File: config.mk
export PLATFORM = sky130hd
export DESIGN_NAME = cc_miss_req_unit_flat
export DESIGN_NICKNAME = d
export VERILOG_FILES = /design/src/rtl/cc_miss_req_unit_pkg.sv /design/src/rtl/cc_miss_req_unit_if.sv /design/src/rtl/cc_miss_req_unit_outstanding_cnt.sv /design/src/rtl/cc_miss_req_unit.sv /design/src/flat_wrapper.sv
export SDC_FILE = /design/constraint.sdc
export NUM_CORES = 1
export LEC_CHECK = 0
export CAP_MARGIN = 25
export CORE_ASPECT_RATIO = 1.75
export CORE_MARGIN = 2
export CORE_UTILIZATION = 31
export CTS_BUF_LIST = sky130_fd_sc_hd__clkbuf_8 sky130_fd_sc_hd__clkbuf_16
export DETAILED_ROUTE_END_ITERATION = 7
export PLACE_DENSITY = 0.67
export SYNTH_ARGS = -nofsm -noshare
export SYNTH_HDL_FRONTEND = slang
export SYNTH_SLANG_ARGS = --single-unit
export TNS_END_PERCENT = 50
File: constraint.sdc
create_clock -name clk -period 2.6 [get_ports clk]
set_clock_uncertainty 0.1 [all_clocks]
set_input_delay 0.52 -clock clk [delete_from_list [all_inputs] [get_ports clk]]
set_output_delay 0.52 -clock clk [all_outputs]
set_load 0.03 [all_outputs]
File: src/rtl/cc_miss_req_unit_pkg.sv
// Shared constants and types for the cache miss-request path: AXI burst shape,
// cache address-field positions and the miss-request FSM state encoding.
package cc_pkg;

    localparam logic [1:0]  AXI_BURST_WRAP = 2'b10;
    localparam logic [2:0]  AXI_SIZE_8B    = 3'd3;
    localparam int unsigned LINE_BEATS     = 8;
    localparam logic [3:0]  AXI_LEN_LINE   = 4'(LINE_BEATS - 1);

    // Fields the fill stage extracts from the full miss address.
    localparam int unsigned OFFSET_LSB = 3;
    localparam int unsigned OFFSET_MSB = 5;
    localparam int unsigned INDEX_LSB  = 6;
    localparam int unsigned INDEX_MSB  = 14;
    localparam int unsigned TAG_LSB    = 15;
    localparam int unsigned TAG_MSB    = 31;

    localparam int unsigned CNT_W = 3;

    typedef enum logic {
        S_IDLE,
        S_ISSUE
    } state_e;

endpackage

File: src/rtl/cc_miss_req_unit_if.sv
// Bundle of the miss-request, miss-address FIFO, AXI AR and AXI R monitor signals.
// master = the miss-request unit, slave = hit/miss logic, FIFO and memory side.
interface cc_miss_req_unit_if #(
    parameter int unsigned ADDR_W = 32
) ();

    logic              miss_req_valid_i;
    logic [ADDR_W-1:0] miss_req_addr_i;
    logic              miss_req_ready_o;

    logic              miss_addr_fifo_full_i;
    logic              miss_addr_fifo_wren_o;
    logic [ADDR_W-1:0] miss_addr_fifo_wdata_o;

    logic              mem_arvalid_o;
    logic              mem_arready_i;
    logic [ADDR_W-1:0] mem_araddr_o;
    logic [3:0]        mem_arlen_o;
    logic [2:0]        mem_arsize_o;
    logic [1:0]        mem_arburst_o;

    logic              mem_rvalid_i;
    logic              mem_rready_i;
    logic              mem_rlast_i;

    modport master (
        input  miss_req_valid_i, miss_req_addr_i,
        output miss_req_ready_o,
        input  miss_addr_fifo_full_i,
        output miss_addr_fifo_wren_o, miss_addr_fifo_wdata_o,
        output mem_arvalid_o, mem_araddr_o, mem_arlen_o, mem_arsize_o, mem_arburst_o,
        input  mem_arready_i,
        input  mem_rvalid_i, mem_rready_i, mem_rlast_i
    );

    modport slave (
        output miss_req_valid_i, miss_req_addr_i,
        input  miss_req_ready_o,
        output miss_addr_fifo_full_i,
        input  miss_addr_fifo_wren_o, miss_addr_fifo_wdata_o,
        input  mem_arvalid_o, mem_araddr_o, mem_arlen_o, mem_arsize_o, mem_arburst_o,
        output mem_arready_i,
        output mem_rvalid_i, mem_rready_i, mem_rlast_i
    );

endinterface

File: src/rtl/cc_miss_req_unit_outstanding_cnt.sv
// Up/down count of AR bursts whose R burst has not yet finished, with the
// limit compare that gates new miss acceptance.
module cc_outstanding_cnt
    import cc_pkg::*;
#(
    parameter int unsigned MAX_OUTSTANDING = 2
) (
    input  logic             clk,
    input  logic             rst_n,
    input  logic             inc_i,
    input  logic             dec_i,
    output logic [CNT_W-1:0] cnt_o,
    output logic             below_max_o,
    output logic             nonzero_o
);

    logic [CNT_W-1:0] cnt_q;
    logic [CNT_W-1:0] cnt_d;

    always_comb begin
        cnt_d = cnt_q;
        unique case ({inc_i, dec_i})
            2'b10:   cnt_d = cnt_q + 1'b1;
            2'b01:   cnt_d = cnt_q - 1'b1;
            default: cnt_d = cnt_q;
        endcase
    end

    always_ff @(posedge clk) begin
        if (!rst_n) cnt_q <= '0;
        else        cnt_q <= cnt_d;
    end

    assign cnt_o       = cnt_q;
    assign below_max_o = (cnt_q < CNT_W'(MAX_OUTSTANDING));
    assign nonzero_o   = (cnt_q != '0);

    // Increment past the limit or a burst end with nothing in flight is a protocol fault.
    a_no_overflow: assert property (@(posedge clk) disable iff (!rst_n)
        !(inc_i && !dec_i && cnt_q >= CNT_W'(MAX_OUTSTANDING)));
    a_no_underflow: assert property (@(posedge clk) disable iff (!rst_n)
        !(dec_i && !inc_i && cnt_q == '0));

endmodule

File: src/rtl/cc_miss_req_unit.sv
// Accepts one cache line miss at a time, pushes its address to the miss-address
// FIFO and issues the matching critical-word-first WRAP read burst.
module cc_miss_req_unit
    import cc_pkg::*;
#(
    parameter int unsigned MAX_OUTSTANDING = 2,
    parameter int unsigned ADDR_W          = 32
) (
    input  logic               clk,
    input  logic               rst_n,
    cc_miss_req_unit_if.master bus,
    output logic               busy_o
);

    state_e            state_q, state_d;
    logic [ADDR_W-1:0] addr_q,  addr_d;
    logic              wren_q,  wren_d;

    logic             accept;
    logic             burst_done;
    logic             below_max;
    logic             nonzero;
    logic [CNT_W-1:0] outstanding;

    always_comb begin
        bus.miss_req_ready_o = rst_n && (state_q == S_IDLE) && below_max
                               && !bus.miss_addr_fifo_full_i;
        accept     = bus.miss_req_valid_i && bus.miss_req_ready_o;
        burst_done = bus.mem_rvalid_i && bus.mem_rready_i && bus.mem_rlast_i;
    end

    always_comb begin
        state_d = state_q;
        addr_d  = addr_q;
        wren_d  = 1'b0;
        unique case (state_q)
            S_IDLE: begin
                if (accept) begin
                    state_d = S_ISSUE;
                    addr_d  = bus.miss_req_addr_i;
                    wren_d  = 1'b1;
                end
            end
            S_ISSUE: begin
                if (bus.mem_arready_i) state_d = S_IDLE;
            end
            default: state_d = S_IDLE;
        endcase
    end

    always_ff @(posedge clk) begin
        if (!rst_n) begin
            state_q <= S_IDLE;
            addr_q  <= '0;
            wren_q  <= 1'b0;
        end else begin
            state_q <= state_d;
            addr_q  <= addr_d;
            wren_q  <= wren_d;
        end
    end

    // Counting at accept time makes the new burst visible in the same cycle AR rises.
    cc_outstanding_cnt #(
        .MAX_OUTSTANDING (MAX_OUTSTANDING)
    ) u_cnt (
        .clk         (clk),
        .rst_n       (rst_n),
        .inc_i       (accept),
        .dec_i       (burst_done),
        .cnt_o       (outstanding),
        .below_max_o (below_max),
        .nonzero_o   (nonzero)
    );

    always_comb begin
        bus.miss_addr_fifo_wren_o  = wren_q;
        bus.miss_addr_fifo_wdata_o = addr_q;
        bus.mem_arvalid_o          = (state_q == S_ISSUE);
        bus.mem_araddr_o           = {addr_q[ADDR_W-1:OFFSET_LSB], {OFFSET_LSB{1'b0}}};
        bus.mem_arlen_o            = AXI_LEN_LINE;
        bus.mem_arsize_o           = AXI_SIZE_8B;
        bus.mem_arburst_o          = AXI_BURST_WRAP;
        busy_o                     = (state_q != S_IDLE) || nonzero;
    end

endmodule

File: src/flat_wrapper.sv
// flat-port wrapper written by rule: the top's interface ports become plain ports
module cc_miss_req_unit_flat import cc_pkg::*;
#(
    parameter int unsigned MAX_OUTSTANDING = 2,
    parameter int unsigned ADDR_W          = 32
)
  (clk, rst_n, busy_o, bus_miss_req_valid_i, bus_miss_req_addr_i, bus_miss_req_ready_o, bus_miss_addr_fifo_full_i, bus_miss_addr_fifo_wren_o, bus_miss_addr_fifo_wdata_o, bus_mem_arvalid_o, bus_mem_araddr_o, bus_mem_arlen_o, bus_mem_arsize_o, bus_mem_arburst_o, bus_mem_arready_i, bus_mem_rvalid_i, bus_mem_rready_i, bus_mem_rlast_i);
  cc_miss_req_unit_if #(.ADDR_W(ADDR_W)) bus_i ();
  input  logic clk;
  input  logic rst_n;
  output logic busy_o;
  input wire logic [$bits(bus_i.miss_req_valid_i)-1:0] bus_miss_req_valid_i;
  input wire logic [$bits(bus_i.miss_req_addr_i)-1:0] bus_miss_req_addr_i;
  output wire logic [$bits(bus_i.miss_req_ready_o)-1:0] bus_miss_req_ready_o;
  input wire logic [$bits(bus_i.miss_addr_fifo_full_i)-1:0] bus_miss_addr_fifo_full_i;
  output wire logic [$bits(bus_i.miss_addr_fifo_wren_o)-1:0] bus_miss_addr_fifo_wren_o;
  output wire logic [$bits(bus_i.miss_addr_fifo_wdata_o)-1:0] bus_miss_addr_fifo_wdata_o;
  output wire logic [$bits(bus_i.mem_arvalid_o)-1:0] bus_mem_arvalid_o;
  output wire logic [$bits(bus_i.mem_araddr_o)-1:0] bus_mem_araddr_o;
  output wire logic [$bits(bus_i.mem_arlen_o)-1:0] bus_mem_arlen_o;
  output wire logic [$bits(bus_i.mem_arsize_o)-1:0] bus_mem_arsize_o;
  output wire logic [$bits(bus_i.mem_arburst_o)-1:0] bus_mem_arburst_o;
  input wire logic [$bits(bus_i.mem_arready_i)-1:0] bus_mem_arready_i;
  input wire logic [$bits(bus_i.mem_rvalid_i)-1:0] bus_mem_rvalid_i;
  input wire logic [$bits(bus_i.mem_rready_i)-1:0] bus_mem_rready_i;
  input wire logic [$bits(bus_i.mem_rlast_i)-1:0] bus_mem_rlast_i;
  assign bus_i.miss_req_valid_i = bus_miss_req_valid_i;
  assign bus_i.miss_req_addr_i = bus_miss_req_addr_i;
  assign bus_miss_req_ready_o = bus_i.miss_req_ready_o;
  assign bus_i.miss_addr_fifo_full_i = bus_miss_addr_fifo_full_i;
  assign bus_miss_addr_fifo_wren_o = bus_i.miss_addr_fifo_wren_o;
  assign bus_miss_addr_fifo_wdata_o = bus_i.miss_addr_fifo_wdata_o;
  assign bus_mem_arvalid_o = bus_i.mem_arvalid_o;
  assign bus_mem_araddr_o = bus_i.mem_araddr_o;
  assign bus_mem_arlen_o = bus_i.mem_arlen_o;
  assign bus_mem_arsize_o = bus_i.mem_arsize_o;
  assign bus_mem_arburst_o = bus_i.mem_arburst_o;
  assign bus_i.mem_arready_i = bus_mem_arready_i;
  assign bus_i.mem_rvalid_i = bus_mem_rvalid_i;
  assign bus_i.mem_rready_i = bus_mem_rready_i;
  assign bus_i.mem_rlast_i = bus_mem_rlast_i;
  cc_miss_req_unit #(.MAX_OUTSTANDING(MAX_OUTSTANDING), .ADDR_W(ADDR_W)) u_core (.clk(clk), .rst_n(rst_n), .bus(bus_i), .busy_o(busy_o));
endmodule
==> results.py, run 1 <==
metrics = {
    "outcome": {
        "status": "finished clean",
    },
    "power_and_ir_drop": {
        "power.ir.vdd_worst_v": 0.0003053,
        "total_power_mw": 1.504,
        "power.combinational.fraction": 0.291,
        "power_report.internal_total_mw": 1.028,
        "share_seq_of_total_power": 0.417,
        "p_switching_uw": 476.7,
        "power.density_cell_area_mw_per_mm2": 540.9,
        "netSwitchingFraction": 0.3168,
        "p_leak_nw": 1.034,
        "p_clk_frac": 0.292,
    },
    "route": {
        "dr.first_iter.drc_count": 56,
        "first_pass_iters": 4,
        "viasPerCell": 4.460,
        "ant_nets": 0,
        "final_routed_drc_violation_total": 0,
        "wl_per_cell_um": 12.72,
        "vias_post_dr": 1619,
        "detail_route.wirelength_um": 4617,
    },
    "timing": {
        "slew_headroom": 0.6378,
        "post_route_hold_slack_ps": 352.8,
        "final_critical_path_share_of_the_clock_period": 0.9425,
        "worst_pin_slew_ps": 543.2,
        "maxSlewViolCount": 0,
        "upper_clock_frequency_limit_mhz": 408.1,
        "layout_min_cycle_time_ps": 2450,
        "setup_violations": 0,
        "tns_ps": 0,
        "number_of_hold_slack_violations_in_the_final_timing_report": 0,
        "rsz_0062_raised_after_global_routing": "false",
    },
    "finish": {
        "stdcell_count": 363,
        "num-nets-final": 326,
        "antenna-diode-count": 0,
        "drive_above_1_share": 0.1649,
        "syn2layout_area_growth_pct": 48.70,
        "final_cell_area_mm2": 0.002781,
        "fillCellCount": 599,
    },
    "logic_synthesis": {
        "syn_inst": 214,
        "synthArstFlopShare": 0,
        "post_synth_most_frequent_cells": "sky130_fd_sc_hd__buf_4 (41), sky130_fd_sc_hd__dfxtp_1 (37), sky130_fd_sc_hd__nand2_1 (34), sky130_fd_sc_hd__nand3_1 (30), sky130_fd_sc_hd__o21ai_2 (29)",
        "yosysTopAreaCell": "sky130_fd_sc_hd__dfxtp_1",
        "synth.top_cells.by_area": "sky130_fd_sc_hd__dfxtp_1 (40%), sky130_fd_sc_hd__buf_4 (16%), sky130_fd_sc_hd__o21ai_2 (14%)",
        "mean_instance_size_in_the_synthesized_netlist_um2": 8.741,
        "ys.warnings.count": 0,
        "synth_edf_count": 0,
        "synth.most_common_cell": "sky130_fd_sc_hd__buf_4",
        "synth_ff_type": "sky130_fd_sc_hd__dfxtp_1",
        "post_synth_num_cell_types": 27,
        "ys_seq_area_frac": 0.3960,
        "post-synth-top-area-fraction": 0.3960,
        "postSynthRegisterBits": 37,
        "synthesis.area_mm2": 0.001871,
    },
    "grt": {
        "grt_antenna_before_repair": 0,
        "first_global_vias": 1549,
        "grt_first_pass_wirelength_um": 7534,
        "gr-total-overflow": 0,
        "maximum_number_of_pins_on_one_net_before_global_route_repair": 40,
        "groute.usage.overall": 0.1422,
    },
    "worst_setup_path": {
        "worst_path_max_delay_cell": "sky130_fd_sc_hd__clkdlybuf4s50_1",
        "worst_path_dominant_cell_family": "simple AND/OR/NAND/NOR gates",
        "timing.critical_path.slowest_cell_delay_ps": 470,
        "cp_num_buf_inv": 3,
        "critical_path.endpoint_type": "register",
        "critical_path.max_fanout": 2,
        "timing.critical_path.from_type": "input pin",
        "cp.arrival_ps": 2570,
        "type_of_the_worst_setup_path": "in2reg",
        "critical_path_required_ps": 2720,
        "timing.critical_path.cells": "clkdlybuf4s50_1, and3b_1, and2_4, inv_2, ha_1, inv_1, fa_1, xor2_1, or3_1, a21boi_1",
    },
    "die": {
        "pin_count": 117,
        "placeableCoreArea_mm2": 0.005879,
        "fp.dieArea_mm2": 0.006696,
        "die_h_um": 106.8,
        "start_util": 0.3182,
        "row_count": 37,
        "floorplan.die.width_um": 62.72,
    },
    "clock_network": {
        "clkLatencyLatePin_ps": 280,
        "clk_pin_slew_ps": 70,
        "cts_max_path_buffers": 2,
        "cts_resized": 0,
        "clock-sinks": 37,
        "cts.repair_timing.setup_buffer_count": 0,
        "root_buffer": "sky130_fd_sc_hd__clkbuf_8",
        "holdBufCountCts": 0,
        "tritoncts": "done",
        "tritoncts.num_buffers": 5,
        "ctsHtreeMaxLevel": 2,
    },
    "place": {
        "dp_cells": 355,
        "place.gp.congestion": 0.7533,
        "placed_area_mm2": 0.002680,
        "hpwl_after_detailed_placement_um": 3243,
        "portBuffers": 104,
    },
    "job": {
        "number_of_violations_of_the_max_capacitance_limit": 0,
    },
    "hold_path": {
        "worstHoldPathType": "reg2reg",
    },
}
==> state kept, by name, indices dropped and copies added (netlist names) <==
| signal | flops |
|---|---|
| u_core.bus.miss_addr_fifo_wdata_o | 32 |
| u_core.u_cnt.cnt_o | 3 |
| u_core.bus.mem_arvalid_o | 1 |
| u_core.bus.miss_addr_fifo_wren_o | 1 |
==> worst min-delay path, cell delays in order, from the launching register on <==
cell and delay (ps):
sky130_fd_sc_hd__dfxtp_1 310, sky130_fd_sc_hd__nand2_1 50, sky130_fd_sc_hd__o21ai_1 50
==> metal layers <==
layer	GRT usage	wire length (µm)
met5	0	0
met4	0.07143	150
met2	0.2727	2546
met1	0.1364	1655
met3	0.03778	264
==> cell usage in the layout, fill, tap and decap left out <==
cell / count
sky130_fd_sc_hd__clkinv_2: 1
sky130_fd_sc_hd__ha_1: 1
sky130_fd_sc_hd__xnor2_1: 1
sky130_fd_sc_hd__and2_4: 1
sky130_fd_sc_hd__nand4_1: 2
sky130_fd_sc_hd__clkbuf_8: 7
sky130_fd_sc_hd__conb_1: 12
sky130_fd_sc_hd__buf_4: 7
sky130_fd_sc_hd__fa_1: 1
sky130_fd_sc_hd__and3_1: 1
sky130_fd_sc_hd__and3b_1: 2
sky130_fd_sc_hd__o21ai_1: 3
sky130_fd_sc_hd__and2_1: 2
sky130_fd_sc_hd__nand2b_1: 1
sky130_fd_sc_hd__xor2_1: 1
sky130_fd_sc_hd__nand3_1: 30
sky130_fd_sc_hd__nand2_1: 34
sky130_fd_sc_hd__o21ai_0: 2
sky130_fd_sc_hd__inv_1: 3
sky130_fd_sc_hd__a21boi_1: 2
sky130_fd_sc_hd__inv_2: 1
sky130_fd_sc_hd__o21ai_2: 29
sky130_fd_sc_hd__dfxtp_1: 37
sky130_fd_sc_hd__or3_1: 1
sky130_fd_sc_hd__nor3_4: 1
sky130_fd_sc_hd__clkdlybuf4s50_1: 102
==> final cells by class <==
type | instances | area, µm² | share of cell area
timing repair buffer | 109 | 1074 | 0.3860
multi-input combinational | 127 | 753.2 | 0.2708
sequential | 37 | 740.7 | 0.2663
tap | 78 | 97.59 | 0.03509
clock buffer | 7 | 96.34 | 0.03464
inverter | 4 | 15.01 | 0.005398
clock inverter | 1 | 5.005 | 0.001799
==> cell families after synthesis <==
| family | count (synthesis) | synth area share |
|---|---|---|
| adders and majority gates | 2 | 0.01739 |
| DFF | 37 | 0.3960 |
| and+or+nand+nor | 75 | 0.1947 |
| buffers and inverters | 60 | 0.2214 |
| AOI/OAI and AO/OA | 36 | 0.1572 |
| xor gates and xnor gates | 2 | 0.009366 |
| other | 2 | 0.004015 |
==> path summary, 6_finish.rpt <==
path / from / end / slack, ps / depth (start not counted)
worst max-delay path: bus_miss_addr_fifo_full_i / u_core.u_cnt.cnt_o[2] / 150 / 10
worst max register to register: u_core.u_cnt.cnt_o[1] / u_core.u_cnt.cnt_o[2] / 600 / 9
worst min-delay path: u_core.bus.miss_addr_fifo_wdata_o[0] / u_core.bus.miss_addr_fifo_wdata_o[0] / 350 / 2
worst min register to register: u_core.bus.miss_addr_fifo_wdata_o[0] / u_core.bus.miss_addr_fifo_wdata_o[0] / 350 / 2
==> through the flow <==
| step | util | setup WS [ps] |
|---|---|---|
| floorplan | - | 165.8 |
| finish | 0.4731 | 149.5 |
| CTS | 0.4731 | 150.5 |
| global placement | 0.4558 | -95.23 |
| detailed placement | 0.4558 | -144.6 |
| global route | 0.4731 | 63.67 |
==> power by group through the flow <==
| stage | combinational (mW) | sequential [mW] | clock, mW |
|---|---|---|---|
| 6_report | 0.438 | 0.627 | 0.439 |
| 3_3_place_gp | 0.440 | 0.639 | 0 |
| 3_5_place_dp | 0.443 | 0.640 | 0 |
| 2_1_floorplan | 0.237 | 0.698 | 0 |
| 4_1_cts | 0.444 | 0.627 | 0.459 |
| 5_1_grt | 0.464 | 0.633 | 0.484 |
Note: power is estimated with default switching activity, not from simulation.
==> run 2, diff against run 1 <==
- PLACE_DENSITY: 0.67 -> 0.66
- SYNTH_HIERARCHICAL: default -> 1
==> results.py, run 2 <==
metrics = {
    "outcome": {
        "status": "finished clean",
    },
    "die": {
        "die_h_um": 107.4,
        "placeableCoreArea_mm2": 0.005879,
        "floorplan.die.width_um": 63.09,
        "start_util": 0.3222,
        "row_count": 37,
        "pin_count": 117,
        "fp.dieArea_mm2": 0.006777,
    },
    "worst_setup_path": {
        "critical_path.max_fanout": 4,
        "critical_path_required_ps": 1980,
        "critical_path.endpoint_type": "primary output",
        "endpoint": "busy_o",
        "timing.critical_path.from_type": "register",
        "cp.arrival_ps": 1890,
        "timing.critical_path.slowest_cell_delay_ps": 600,
        "timing.critical_path.cells": "or3_1, or2_2, clkdlybuf4s50_1",
        "type_of_the_worst_setup_path": "reg2out",
        "path_depth": 3,
        "worst_r2r_path_depth": 9,
        "reg_to_reg_setup_timing_slack_ps": 400,
        "terminus_of_the_critical_flop_to_flop_path": "u_core/u_cnt/cnt_o[2]",
        "worst_path_max_delay_cell": "sky130_fd_sc_hd__clkdlybuf4s50_1",
        "reg_to_reg_critical_path_startpoint": "u_core/u_cnt/cnt_o[1]",
        "cp_num_buf_inv": 1,
        "crit_start": "u_core/u_cnt/cnt_o[1]",
        "worst_path_dominant_cell_family": "simple AND/OR/NAND/NOR gates",
    },
    "logic_synthesis": {
        "postSynthRegisterBits": 37,
        "synthArstFlopShare": 0,
        "ys.warnings.count": 6,
        "synth_ff_type": "sky130_fd_sc_hd__dfxtp_1",
        "yosysTopAreaCell": "sky130_fd_sc_hd__dfxtp_1",
        "synthesis.area_mm2": 0.001894,
        "post-synth-top-area-fraction": 0.3910,
        "synth_edf_count": 0,
        "mean_instance_size_in_the_synthesized_netlist_um2": 9.107,
        "ys_seq_area_frac": 0.3910,
        "synth.top_cells.by_area": "sky130_fd_sc_hd__dfxtp_1 (39%), sky130_fd_sc_hd__mux2i_1 (17%), sky130_fd_sc_hd__buf_4 (16%)",
        "syn_inst": 208,
        "post_synth_most_frequent_cells": "sky130_fd_sc_hd__nand2_1 (64), sky130_fd_sc_hd__buf_4 (41), sky130_fd_sc_hd__dfxtp_1 (37), sky130_fd_sc_hd__mux2i_1 (33), sky130_fd_sc_hd__buf_2 (6)",
        "post_synth_num_cell_types": 24,
        "synth.most_common_cell": "sky130_fd_sc_hd__nand2_1",
    },
    "place": {
        "hpwl_after_detailed_placement_um": 3122,
        "dp_cells": 352,
        "placed_area_mm2": 0.002693,
        "worst_slack_after_detailed_placement_ps": -191.4,
        "place.gp.congestion": 0.6736,
        "portBuffers": 104,
    },
    "clock_network": {
        "tritoncts": "done",
        "root_buffer": "sky130_fd_sc_hd__clkbuf_8",
        "cts_resized": 0,
        "clock-sinks": 37,
        "tritoncts.num_buffers": 5,
        "holdBufCountCts": 0,
        "ctsHtreeMaxLevel": 2,
        "cts_max_path_buffers": 2,
        "cts.repair_timing.setup_buffer_count": 0,
        "clk_pin_slew_ps": 70,
        "clkLatencyLatePin_ps": 280,
    },
    "timing": {
        "final.setup.worst_slack_ps": 92.99,
        "layout_min_cycle_time_ps": 2507,
        "number_of_hold_slack_violations_in_the_final_timing_report": 0,
        "worst_pin_slew_ps": 604.7,
        "final_critical_path_share_of_the_clock_period": 0.9642,
        "upper_clock_frequency_limit_mhz": 398.9,
        "post_route_hold_slack_ps": 360.2,
        "maxSlewViolCount": 0,
        "setup_violations": 0,
        "slew_headroom": 0.5969,
    },
    "route": {
        "ant_nets": 0,
        "viasPerCell": 4.189,
        "first_pass_iters": 4,
        "wl_per_cell_um": 11.61,
        "dr.first_iter.drc_count": 38,
        "final_routed_drc_violation_total": 0,
        "vias_post_dr": 1508,
        "detail_route.wirelength_um": 4178,
    },
    "finish": {
        "final_cell_area_mm2": 0.002796,
        "syn2layout_area_growth_pct": 47.62,
        "antenna-diode-count": 0,
        "drive_above_1_share": 0.06383,
        "layout_commonest_cell": "sky130_fd_sc_hd__clkdlybuf4s50_1",
        "largest_register_ffs": 32,
        "most-common-layout-cells": "sky130_fd_sc_hd__clkdlybuf4s50_1 (102), sky130_fd_sc_hd__nand2_1 (64), sky130_fd_sc_hd__dfxtp_1 (37), sky130_fd_sc_hd__mux2i_1 (33), sky130_fd_sc_hd__conb_1 (12)",
        "num-nets-final": 323,
        "stdcell_count": 360,
        "layout.core_utilization": 0.4756,
    },
    "grt": {
        "first_global_vias": 1422,
        "groute.usage.overall": 0.1232,
        "grt_antenna_before_repair": 0,
        "grt_first_pass_wirelength_um": 6555,
        "maximum_number_of_pins_on_one_net_before_global_route_repair": 69,
        "gr-total-overflow": 0,
    },
    "hold_path": {
        "worstHoldPathType": "reg2reg",
    },
    "job": {
        "number_of_violations_of_the_max_capacitance_limit": 0,
    },
    "power_and_ir_drop": {
        "p_leak_nw": 1.085,
        "power.ir.vdd_worst_v": 0.0002564,
        "power.density_cell_area_mw_per_mm2": 537.9,
    },
}
run 2: cell types whose count changed after synthesis, sizes merged, moves of 3 or more:
cell and change:
o21ai -33, clkbuf -7, mux2i +33, nand2 +30, nand3 -30, buf +3
run 2: worst min-delay path by stage:
stage	cells past startpoint	slack, ps	endpoint	from
after floorplan	2	370	u_core/u_cnt/cnt_o[2]	u_core/u_cnt/cnt_o[2]
after global placement	2	340	u_core/bus.miss_addr_fifo_wdata_o[0]	u_core/bus.miss_addr_fifo_wdata_o[0]
after detailed placement	2	360	u_core/bus.miss_addr_fifo_wdata_o[0]	u_core/bus.miss_addr_fifo_wdata_o[0]
after CTS	2	370	u_core/bus.miss_addr_fifo_wdata_o[0]	u_core/bus.miss_addr_fifo_wdata_o[0]
after global routing	2	390	u_core/bus.miss_addr_fifo_wdata_o[1]	u_core/bus.miss_addr_fifo_wdata_o[1]
final	2	360	u_core/bus.miss_addr_fifo_wdata_o[0]	u_core/bus.miss_addr_fifo_wdata_o[0]
run 2: cells by family (layout without fill, tap and decap cells):
family                   count (synthesis)  after routing  synth area share
AO/OA/AOI/OAI                            3              3           0.01189
XOR/XNOR                                 2              2          0.009249
adder cells (fa/ha/maj)                  2              2           0.01717
buffers and inverters                   54            118            0.2219
flip-flops                              37             37            0.3910
multiplexers                            33             33            0.1744
other                                    2             12          0.003964
AND/OR/NAND/NOR                         75             75            0.1704
run 2: routing by layer:
| metal | share of wire | GRT usage | vias to the layer above |
|---|---|---|---|
| li1 | - | - | 749 |
| met1 | 0.34 | 0.1136 | 695 |
| met2 | 0.58 | 0.2424 | 60 |
| met3 | 0.062 | 0.02720 | 4 |
| met4 | 0.017 | 0.06667 | 0 |
| met5 | 0 | 0 | - |
run 2: worst reg2reg max path, delay by kind of cell, from the launching register on:
| family | cells | cell delay, ps |
|---|---|---|
| and+or+nand+nor | 4 | 820 |
| AOI/OAI and AO/OA | 1 | 140 |
| buffers and inverters | 1 | 40 |
| xor gates and xnor gates | 1 | 130 |
| adders and majority gates | 2 | 560 |
| DFF | 1 | 350 |
run 2: final cells by class:
class,instances,area [µm²]
inverter,2,7.507
fill,600,3083
tap,78,97.59
clock inverter,1,5.005
sequential,37,740.7
clock buffer,7,96.34
multi-input combinational,127,773.2
timing repair buffer,108,1076
run 2: stage by stage:
stage | TNS (ps) | total power, mW
6_report | 0 | 1.504
5_1_grt | -2.634 | 1.580
4_1_cts | 0 | 1.532
3_5_place_dp | -191.4 | 1.087
3_3_place_gp | -140.5 | 1.081
2_1_floorplan | 0 | 0.9498
run 2: report_power, final:
part	internal, mW	switching, mW	leakage, nW
logic	0.204	0.237	0.729
registers	0.602	0.0270	0.302
clock network	0.240	0.195	0.0542
total	1.05	0.459	1.08
